**src/rtl/counter_seq_pkg.sv**
```systemverilog
// Shared types for the counter sequencer: opcodes, FSM states and the latched command.
package counter_seq_pkg;

  // Widest per-command step count the command struct can carry.
  localparam int MAX_STEP_W = 32;

  typedef enum logic [1:0] {
    OP_HOLD = 2'b00,
    OP_UP   = 2'b01,
    OP_DOWN = 2'b10,
    OP_RSVD = 2'b11
  } op_e;

  typedef enum logic [1:0] {
    IDLE,
    RUN,
    DONE
  } state_e;

  typedef struct packed {
    op_e                   op;
    logic [MAX_STEP_W-1:0] steps;
  } cmd_t;

  function automatic logic is_moving(input op_e op);
    return (op == OP_UP) || (op == OP_DOWN);
  endfunction

endpackage

```
**src/rtl/rr_arbiter.sv**
```systemverilog
// Round-robin arbiter: the first request at or after the pointer wins; the pointer
// moves past the winner when the grant is accepted.
module rr_arbiter #(
  parameter  int NREQ  = 2,
  localparam int IDX_W = $clog2(NREQ)
) (
  input  logic             clk,
  input  logic             rst,
  input  logic [NREQ-1:0]  req,
  input  logic             accept,
  output logic [NREQ-1:0]  grant,
  output logic [IDX_W-1:0] grant_idx
);

  logic [IDX_W-1:0] ptr_q;
  logic [IDX_W:0]   sum;
  logic [IDX_W-1:0] idx;
  logic             found;

  // NOTE: every variable is given a default before the loop so no path leaves one unassigned (no latch).
  always_comb begin
    grant     = '0;
    grant_idx = '0;
    found     = 1'b0;
    sum       = '0;
    idx       = '0;
    for (int k = 0; k < NREQ; k++) begin
      sum = {1'b0, ptr_q} + (IDX_W+1)'(k);
      if (sum >= (IDX_W+1)'(NREQ)) sum = sum - (IDX_W+1)'(NREQ);
      idx = sum[IDX_W-1:0];
      if (!found && req[idx]) begin
        found      = 1'b1;
        grant[idx] = 1'b1;
        grant_idx  = idx;
      end
    end
  end

  // NOTE: state registers use non-blocking assignments so all flops update together at the edge.
  always_ff @(posedge clk) begin
    if (rst) begin
      ptr_q <= '0;
    end else if (accept) begin
      ptr_q <= (grant_idx == IDX_W'(NREQ-1)) ? '0 : grant_idx + 1'b1;
    end
  end

endmodule

```
**src/rtl/counter_sequencer.sv**
```systemverilog
// Arbitrates up/down/hold commands from NREQ requesters onto the shared counter and
// reports final count, predicted-vs-actual error and boundary wrap for each command.
module counter_sequencer
  import counter_seq_pkg::*;
#(
  parameter  int WIDTH  = 8,
  parameter  int NREQ   = 2,
  parameter  int STEP_W = 8,
  localparam int ID_W   = $clog2(NREQ)
) (
  input  logic                     clk,
  input  logic                     rst,
  input  logic [NREQ-1:0]          req_valid,
  output logic [NREQ-1:0]          req_ready,
  input  logic [NREQ*2-1:0]        req_op,
  input  logic [NREQ*STEP_W-1:0]   req_steps,
  input  logic [WIDTH-1:0]         count_out,
  output logic                     cnt_en,
  output logic                     cnt_mode,
  output logic                     busy,
  output logic                     done,
  output logic [ID_W-1:0]          done_id,
  output logic [WIDTH-1:0]         done_count,
  output logic                     done_err,
  output logic                     done_wrap
);

  localparam int SUM_W = WIDTH + STEP_W;

  state_e              state_q, state_d;
  cmd_t                cmd_q;
  logic [ID_W-1:0]     id_q;
  logic [WIDTH-1:0]    exp_q;
  logic                wrap_q;
  logic                mode_q;

  logic [ID_W-1:0]     done_id_q;
  logic [WIDTH-1:0]    done_count_q;
  logic                done_err_q;
  logic                done_wrap_q;

  logic [NREQ-1:0]     arb_req;
  logic [NREQ-1:0]     grant;
  logic [ID_W-1:0]     grant_idx;
  logic                accept;
  op_e                 sel_op;
  logic [STEP_W-1:0]   sel_steps;
  logic [SUM_W-1:0]    up_sum;
  logic [WIDTH-1:0]    exp_d;
  logic                wrap_d;
  logic                err_live;

  assign arb_req   = req_valid & {NREQ{state_q == IDLE}};
  assign req_ready = grant;
  assign accept    = |grant;

  rr_arbiter #(.NREQ(NREQ)) u_arb (
    .clk       (clk),
    .rst       (rst),
    .req       (arb_req),
    .accept    (accept),
    .grant     (grant),
    .grant_idx (grant_idx)
  );

  // Prediction is formed in WIDTH+STEP_W bits so step counts beyond 2^WIDTH still flag wrap.
  always_comb begin
    sel_op    = op_e'(req_op[int'(grant_idx)*2 +: 2]);
    sel_steps = req_steps[int'(grant_idx)*STEP_W +: STEP_W];
    up_sum    = SUM_W'(count_out) + SUM_W'(sel_steps);
    exp_d     = count_out;
    wrap_d    = 1'b0;
    case (sel_op)
      OP_UP: begin
        exp_d  = up_sum[WIDTH-1:0];
        wrap_d = |up_sum[SUM_W-1:WIDTH];
      end
      OP_DOWN: begin
        exp_d  = count_out - WIDTH'(sel_steps);
        wrap_d = SUM_W'(sel_steps) > SUM_W'(count_out);
      end
      default: ;
    endcase
  end

  always_comb begin
    state_d = state_q;
    case (state_q)
      IDLE:    if (accept) state_d = (sel_steps == '0) ? DONE : RUN;
      RUN:     if (cmd_q.steps == MAX_STEP_W'(1)) state_d = DONE;
      DONE:    state_d = IDLE;
      default: state_d = IDLE;
    endcase
  end

  always_ff @(posedge clk) begin
    if (rst) begin
      state_q      <= IDLE;
      cmd_q        <= '{op: OP_HOLD, steps: '0};
      id_q         <= '0;
      exp_q        <= '0;
      wrap_q       <= 1'b0;
      mode_q       <= 1'b1;
      done_id_q    <= '0;
      done_count_q <= '0;
      done_err_q   <= 1'b0;
      done_wrap_q  <= 1'b0;
    end else begin
      state_q <= state_d;
      if (accept) begin
        cmd_q.op    <= sel_op;
        cmd_q.steps <= MAX_STEP_W'(sel_steps);
        id_q        <= grant_idx;
        exp_q       <= exp_d;
        wrap_q      <= wrap_d;
        if (sel_op == OP_UP)   mode_q <= 1'b1;
        if (sel_op == OP_DOWN) mode_q <= 1'b0;
      end else if (state_q == RUN) begin
        cmd_q.steps <= cmd_q.steps - MAX_STEP_W'(1);
      end
      // Result is live during DONE and frozen here for the idle cycles that follow.
      if (state_q == DONE) begin
        done_id_q    <= id_q;
        done_count_q <= count_out;
        done_err_q   <= err_live;
        done_wrap_q  <= wrap_q;
      end
    end
  end

  assign err_live   = (count_out != exp_q) || (cmd_q.op == OP_RSVD);
  assign busy       = (state_q != IDLE);
  assign done       = (state_q == DONE);
  assign cnt_en     = (state_q == RUN) && is_moving(cmd_q.op);
  assign cnt_mode   = mode_q;
  assign done_id    = done ? id_q      : done_id_q;
  assign done_count = done ? count_out : done_count_q;
  assign done_err   = done ? err_live  : done_err_q;
  assign done_wrap  = done ? wrap_q    : done_wrap_q;

endmodule

```
**config.mk**
```make
export PLATFORM = sky130hd
export DESIGN_NAME = counter_sequencer
export DESIGN_NICKNAME = d
export VERILOG_FILES = /design/src/rtl/counter_seq_pkg.sv /design/src/rtl/rr_arbiter.sv /design/src/rtl/counter_sequencer.sv
export SDC_FILE = /design/constraint.sdc
export NUM_CORES = 1
export LEC_CHECK = 0
export BUFFER_PORTS_ARGS = -buffer_cell sky130_fd_sc_hd__buf_2
export CORE_MARGIN = 10
export CORE_UTILIZATION = 62
export DETAILED_ROUTE_END_ITERATION = 10
export GPL_ROUTABILITY_DRIVEN = 0
export MAX_ROUTING_LAYER = met4
export PLACE_DENSITY = 0.85
export REMOVE_ABC_BUFFERS = 1
export SETUP_SLACK_MARGIN = 0.15
export SLEW_MARGIN = 30
export SYNTH_ARGS = -nofsm -noshare
export SYNTH_HDL_FRONTEND = slang
export SYNTH_SLANG_ARGS = --single-unit
```
**constraint.sdc**
```tcl
create_clock -name clk -period 5.1 [get_ports clk]
set_input_delay 0.51 -clock clk [delete_from_list [all_inputs] [get_ports clk]]
set_output_delay 0.51 -clock clk [all_outputs]
set_load 0.05 [all_outputs]
```
## Word level (Yosys, flattened, before mapping)

Index checks and enable logic that the tools add are counted.

| word-level totals | value |
|---|---|
| word-level logic and storage cells | 89 |
| register bits | 59 |
| output and inout port bits | 17 |
| bits of input ports | 32 |

| cells by class | value |
|---|---|
| shift-type cells | 2 |
| $add $sub $neg | 7 |
| magnitude comparators | 7 |
| eq/ne operators | 11 |
| reductions and logical operators | 17 |
| multiplexer cells | 30 |
| bitwise gates (word level) | 2 |

Operators by type and width:

| kind | number |
|---|---|
| $eq A32 B1 Y1 const B | 1 |
| $sub A32 B1 Y32 const B | 1 |
| $mux W8 | 3 |
| $mux W1 | 17 |
| $pmux W8 S2 | 1 |
| $shiftx A16 B5 Y8 | 1 |
| $mux W2 | 5 |
| $add A8 B8 Y9 | 1 |
| $eq A2 B2 Y1 const B | 4 |
| $gt A8 B8 Y1 | 1 |
| $logic_not A8 Y1 | 1 |
| $ne A8 B8 Y1 | 1 |
| $reduce_or A8 Y1 | 1 |
| $sub A8 B8 Y8 | 1 |
| $eq A2 B1 Y1 const B | 3 |
| $reduce_bool A2 Y1 | 3 |
| $logic_and A1 B1 Y1 | 4 |
| $lt A1 B2 Y1 const B | 2 |
| $ne A2 B2 Y1 const B | 2 |
| $pmux W2 S2 | 1 |
| $reduce_and A2 Y1 | 2 |
| $shiftx A4 B3 Y2 | 1 |
| $reduce_or A3 Y1 | 1 |
| $add A1 B1 Y2 const B | 1 |
| 13 further kinds | 17 |

## Longest topological paths before layout

| logic depth | value |
|---|---|
| depth after elaboration | 13 |
| depth in mapped cells | 13 |
| depth with buffers taken out | 12 |

## By module

Synthesis repeated with hierarchy kept, for this count alone.

| unflattened totals | value |
|---|---|
| cell total of the unflattened synthesis | 462 |
| area, all modules | 3906.2 sq um |

Modules (own cells, without submodules):

| module | times used | area an instance (sq um) | cells each | sequential area each (sq um) |
|---|---|---|---|---|
| counter_sequencer | 1 | 3831.2 | 455 | 1161.1 |
| rr_arbiter | 1 | 75.1 | 7 | 20.0 |

## Worst setup path before layout

No wires, ideal clock.

| timing | value |
|---|---|
| path kind | input port to flip-flop |
| start | input port req_valid[0] |
| end | register exp_q[6] |
| library setup time | 0.091 ns |
| arrival time | 3.280 ns |
| required time | 5.009 ns |
| cell stages on the path | 13 |
| setup slack | 1.729 ns |
| buffers on the path | 2 |
| cell sequence | nand2b_1 nand3_1 clkbuf_1 mux2i_1 inv_1 ha_1 clkbuf_1 nor2b_1 o31ai_1 a21oi_1 o221a_2 or3_1 a311oi_1 |

| on the way | value |
|---|---|
| word-level cells in the longest chain between the ends | 10 |
| elaborated cells between the ends (all ways) | 21 |
| classes of those cells | add/sub: 2; eq/ne: 2; shift: 2; mux: 10; bitwise: 2; reduce/logical: 3 |

RTL lines:

| element | line | source |
|---|---|---|
| from (decl) | counter_sequencer.sv:13 | `input logic [NREQ-1:0] req_valid,` |
| $and A2 B2 Y2 * | counter_sequencer.sv:53 | `assign arb_req = req_valid & {NREQ{state_q == IDLE}};` |
| $mux W1 (not written as such) (2 in a row) | rr_arbiter.sv:31 | `if (!found && req[idx]) begin` |
| $mux W1 | rr_arbiter.sv:31 |  |
| $logic_not A1 Y1 | rr_arbiter.sv:31 |  |
| $logic_and A1 B1 Y1 | rr_arbiter.sv:31 |  |
| $mux W1 | rr_arbiter.sv:31 |  |
| $shiftx A16 B5 Y8 / $shiftx A4 B3 Y2 (equally long branches) | counter_sequencer.sv:69, counter_sequencer.sv:68 |  |
| $sub A8 B8 Y8 (tied with other cells) | counter_sequencer.sv:79 | `exp_d = count_out - WIDTH'(sel_steps);` |
| $pmux W8 S2 | counter_sequencer.sv:73 | `case (sel_op)` |
| to (signal assigned) | counter_sequencer.sv:114 | `exp_q <= exp_d;` |
| to (decl) | counter_sequencer.sv:33 | `logic [WIDTH-1:0] exp_q;` |

Every way passes the cells marked *; elsewhere a longest branch is shown, timed or not. The select of a mux whose other input is x is not followed.
A chain may end at the register's enable or synchronous reset.

## Worst setup path after layout

| timing | value |
|---|---|
| start | register state_q[0] |
| end | register exp_q[6] |

| on the way | value |
|---|---|
| word-level cells in the longest chain between the ends | 11 |
| elaborated cells between the ends (all ways) | 22 |
| classes of those cells | add/sub: 2; eq/ne: 2; shift: 2; mux: 10; bitwise: 2; reduce/logical: 4 |

RTL lines:

| element | line | source |
|---|---|---|
| from (decl) | counter_sequencer.sv:30 | `state_e state_q, state_d;` |
| from (signal assigned) | counter_sequencer.sv:109 | `state_q <= state_d;` |
| $logic_not A2 Y1 * | counter_sequencer.sv:53 |  |
| $and A2 B2 Y2 * | counter_sequencer.sv:53 |  |
| $mux W1 (not written as such) (2 in a row) | rr_arbiter.sv:31 |  |
| $mux W1 | rr_arbiter.sv:31 |  |
| $logic_not A1 Y1 | rr_arbiter.sv:31 |  |
| $logic_and A1 B1 Y1 | rr_arbiter.sv:31 |  |
| $mux W1 | rr_arbiter.sv:31 |  |
| $shiftx A16 B5 Y8 / $shiftx A4 B3 Y2 (equally long branches) | counter_sequencer.sv:69, counter_sequencer.sv:68 |  |
| $sub A8 B8 Y8 (tied with other cells) | counter_sequencer.sv:79 |  |
| $pmux W8 S2 | counter_sequencer.sv:73 |  |

Marked as above.

==> flow_summary.yaml <==
run_status:
  status: "finished clean"
floorplanning:
  fp.dieH_um: 96.33
  design.die.area_mm2: 0.009279
  io-pin-count: 49
  die_x_um: 96.33
  placeable_area_mm2: 0.005574
  initial_core_utilization_pct: 64.80
  rows: 27
cts:
  maximum_count_of_clock_buffers_along_a_single_path: 2
  cts-hold-fix-buffers: 0
  cts-root-buf: "sky130_fd_sc_hd__clkbuf_8"
  cts_sinks: 59
  clk_latency_worst_skew_pair_ns: 0.35
  cts_made_buffers: 9
  post-cts-setup-buffers: 0
  clk_pin_slew_ns: 0.07
  post_cts_resize_count: 0
  cts-htree-levels: 3
  tritoncts: "built"
critical_path:
  worstPathRequired_ns: 5.36
  cpPeakStageDelay_ns: 0.68
  crit_path_end_kind: "register"
  crit_fanout: 15
  critical_path.top_delay_family: "simple AND/OR/NAND/NOR gates"
  critPathLaunchType: "register"
  cp_data_arrival_time_ns: 4.34
  crit_slowest_cell: "sky130_fd_sc_hd__nand3_1"
  worst-path-buf-inv: 1
  worstSetupPathType: "register to register"
  crit_path_cell_trace: "nor2_1 -> nand3_1 -> mux2_2 -> ha_1 -> inv_1 -> fa_1 -> nor2b_1 -> o31ai_1 -> a21oi_1 -> o221a_2 -> or3_1 -> a311oi_1"
logic_synthesis:
  synth_area_per_cell_um2: 8.381
  mapped_area_mm2: 0.003612
  synth.yosys.warnings: 0
  synth.largest_area_cell: "sky130_fd_sc_hd__dfxtp_1"
  synth_top_cells_by_area: "sky130_fd_sc_hd__dfxtp_1 (33%), sky130_fd_sc_hd__ha_1 (7.6%), sky130_fd_sc_hd__nor2_1 (6.0%)"
  ys_dominant_reg_cell: "sky130_fd_sc_hd__dfxtp_1"
  synth-edff-count: 0
  synth_top_cell_area_share_pct: 32.70
  seq_area_frac_synth_pct: 32.70
  syn-instance-count: 431
  netlist-cell-type-count: 55
  async_flop_share_pct: 0
  yosys_register_bits: 59
placement:
  placed_cell_area_mm2: 0.003871
  dpl_worst_slack_ns: 1.163
  io_buffer_count: 48
  dp_hpwl_um: 6714
  placedCellCount: 535
power_and_ir_drop:
  leakage_nw: 1.786
  power_density_mw_per_mm2: 372.8
  vdd.ir_drop.worst_v: 0.0001925
sta:
  finClkSkew_ns: 0.007516
  max_slew.worst_pin.slew_ns: 0.9505
  timing.fmax_mhz: 244.7
  fin_crit_ns: 4.087
  relSlewSlack_pct: 36.44
  finalCritPeriodShare_pct: 80.13
  report.final.setup_viol: 0
  final-max-slew-violation-count: 0
  final.setup.worst_slack_ns: 1.013
  grt_setup_unrepaired: "false"
  hold_ws_ns: 0.4622
  hold_violations: 0
  setup_total_negative_slack_ns: 0
detailed_routing:
  detail_route.wl_per_cell_um: 17.04
  via_per_inst: 6.103
  routed-wl-met3_um: 1024
  drc: 0
  top_layer: "met4"
  wl_met1_um: 4149
  detailedRoute.firstIterationViolations: 302
  detailedRoute.firstPassIterationCount: 5
  wl_met2_um: 3974
  route.vias.total: 3363
  detail_route.wirelength_um: 9388
  antenna_violating_nets_left: 0
hold_path:
  hold_class: "register to register"
global_routing:
  antenna_violations_before_repair: 0
  wire_length_of_the_first_global_routing_pass_um: 15160
  maximum_number_of_pins_on_one_net_before_global_route_repair: 37
  vias_in_the_first_global_route: 3198
  residual_overflow_from_global_routing: 0
  gr-usage-all-layers_pct: 21.32
finish:
  num_antenna_cells: 0
  area.growth.synth_to_final_pct: 12.92
  post_route_cells_drive_above_1_share_pct: 19.42
  instances_no_fill: 551
  finalNetCount: 530
  filler_cell_count: 432
  final_area_mm2: 0.004079
run:
  max-cap-violations: 0
==> state kept, by name, summed over array words and instances, names as in the netlist <==
signal	cells
u_arb.ptr_q	1
id_q	1
done_id_q	1
done_count_q	8
done_wrap_q	1
cmd_q	34
done_err_q	1
exp_q	8
wrap_q	1
state_q	2
cnt_mode	1
==> where the power goes <==
part           total (W)  internal [W]  switching (W)
sequential      0.000546      0.000506      0.0000399
clock           0.000443      0.000252       0.000191
combinational   0.000531      0.000199       0.000333
total            0.00152      0.000957       0.000564
==> metrics by stage <==
step	utilization (%)	total power, W
2_1_floorplan	-	0.0009381
3_3_place_gp	69.45	0.001051
3_5_place_dp	69.45	0.001068
4_1_cts	73.11	0.001512
5_1_grt	73.18	0.001598
6_report	73.18	0.001520
==> path summary, 6_finish.rpt <==
kind	startpoint	endpoint	slack [ns]	depth (start not counted)
worst max-delay path	state_q[0]	exp_q[6]	1.01	12
worst min-delay path	id_q	id_q	0.46	2
worst max register to register	state_q[0]	exp_q[6]	1.01	12
worst min register to register	id_q	id_q	0.46	2
==> final cells by class <==
class / count / area, µm² / area share (%)
Clock buffer: 12 / 155.1 / 3.804
Clock inverter: 4 / 48.80 / 1.196
Inverter: 26 / 97.59 / 2.393
Multi-Input combinational cell: 329 / 2258 / 55.37
Sequential cell: 59 / 1181 / 28.96
Tap cell: 72 / 90.09 / 2.209
Timing Repair Buffer: 49 / 247.7 / 6.074
==> synthesized netlist by cell type (9+ instances only) <==
| cell type | count |
|---|---|
| sky130_fd_sc_hd__ha_1 | 22 |
| sky130_fd_sc_hd__nor3_1 | 15 |
| sky130_fd_sc_hd__a211oi_1 | 10 |
| sky130_fd_sc_hd__a21oi_1 | 26 |
| sky130_fd_sc_hd__clkbuf_1 | 13 |
| sky130_fd_sc_hd__nor2_1 | 58 |
| sky130_fd_sc_hd__dfxtp_1 | 59 |
| sky130_fd_sc_hd__xor2_1 | 9 |
| sky130_fd_sc_hd__nand2_1 | 22 |
| sky130_fd_sc_hd__or3_1 | 11 |
| sky130_fd_sc_hd__xnor2_1 | 24 |
| sky130_fd_sc_hd__inv_1 | 26 |
| sky130_fd_sc_hd__o21ai_0 | 15 |
| sky130_fd_sc_hd__nor2b_1 | 14 |
| sky130_fd_sc_hd__mux2_2 | 14 |
==> layout by cell type (no fill, tap or decap), types with 14 or more instances in the layout <==
cell type / count
sky130_fd_sc_hd__a21oi_1: 26
sky130_fd_sc_hd__buf_2: 48
sky130_fd_sc_hd__dfxtp_1: 59
sky130_fd_sc_hd__ha_1: 22
sky130_fd_sc_hd__inv_1: 26
sky130_fd_sc_hd__mux2_2: 14
sky130_fd_sc_hd__nand2_1: 22
sky130_fd_sc_hd__nor2_1: 58
sky130_fd_sc_hd__nor2b_1: 14
sky130_fd_sc_hd__nor3_1: 15
sky130_fd_sc_hd__o21ai_0: 15
sky130_fd_sc_hd__xnor2_1: 24
==> metal layers <==
metal  GRT usage, %  up-vias
met5              -        -
met4          11.02        0
met3          5.759       29
met2          29.88      173
met1          27.39     1566
li1               -     1595
==> logic make-up (layout without fill, tap and decap cells) <==
group	Yosys count	in the layout	synth area share (%)
and+or+nand+nor	164	164	23.62
AOI/OAI and AO/OA	88	88	16.04
DFF	59	59	32.70
buffers and inverters	43	91	4.884
xor gates and xnor gates	33	33	8.001
adders and majority gates	24	24	8.729
muxes	20	20	6.027
==> worst register-to-register path: cells and delay by family (launching register included) <==
family	cells	cell delay [ns]
AOI/OAI and AO/OA	4	1.09
muxes	1	0.57
and+or+nand+nor	4	1.44
adders and majority gates	2	0.44
buffers and inverters	1	0.08
DFF	1	0.36
No activity file was read; power rests on OpenSTA's default activity.
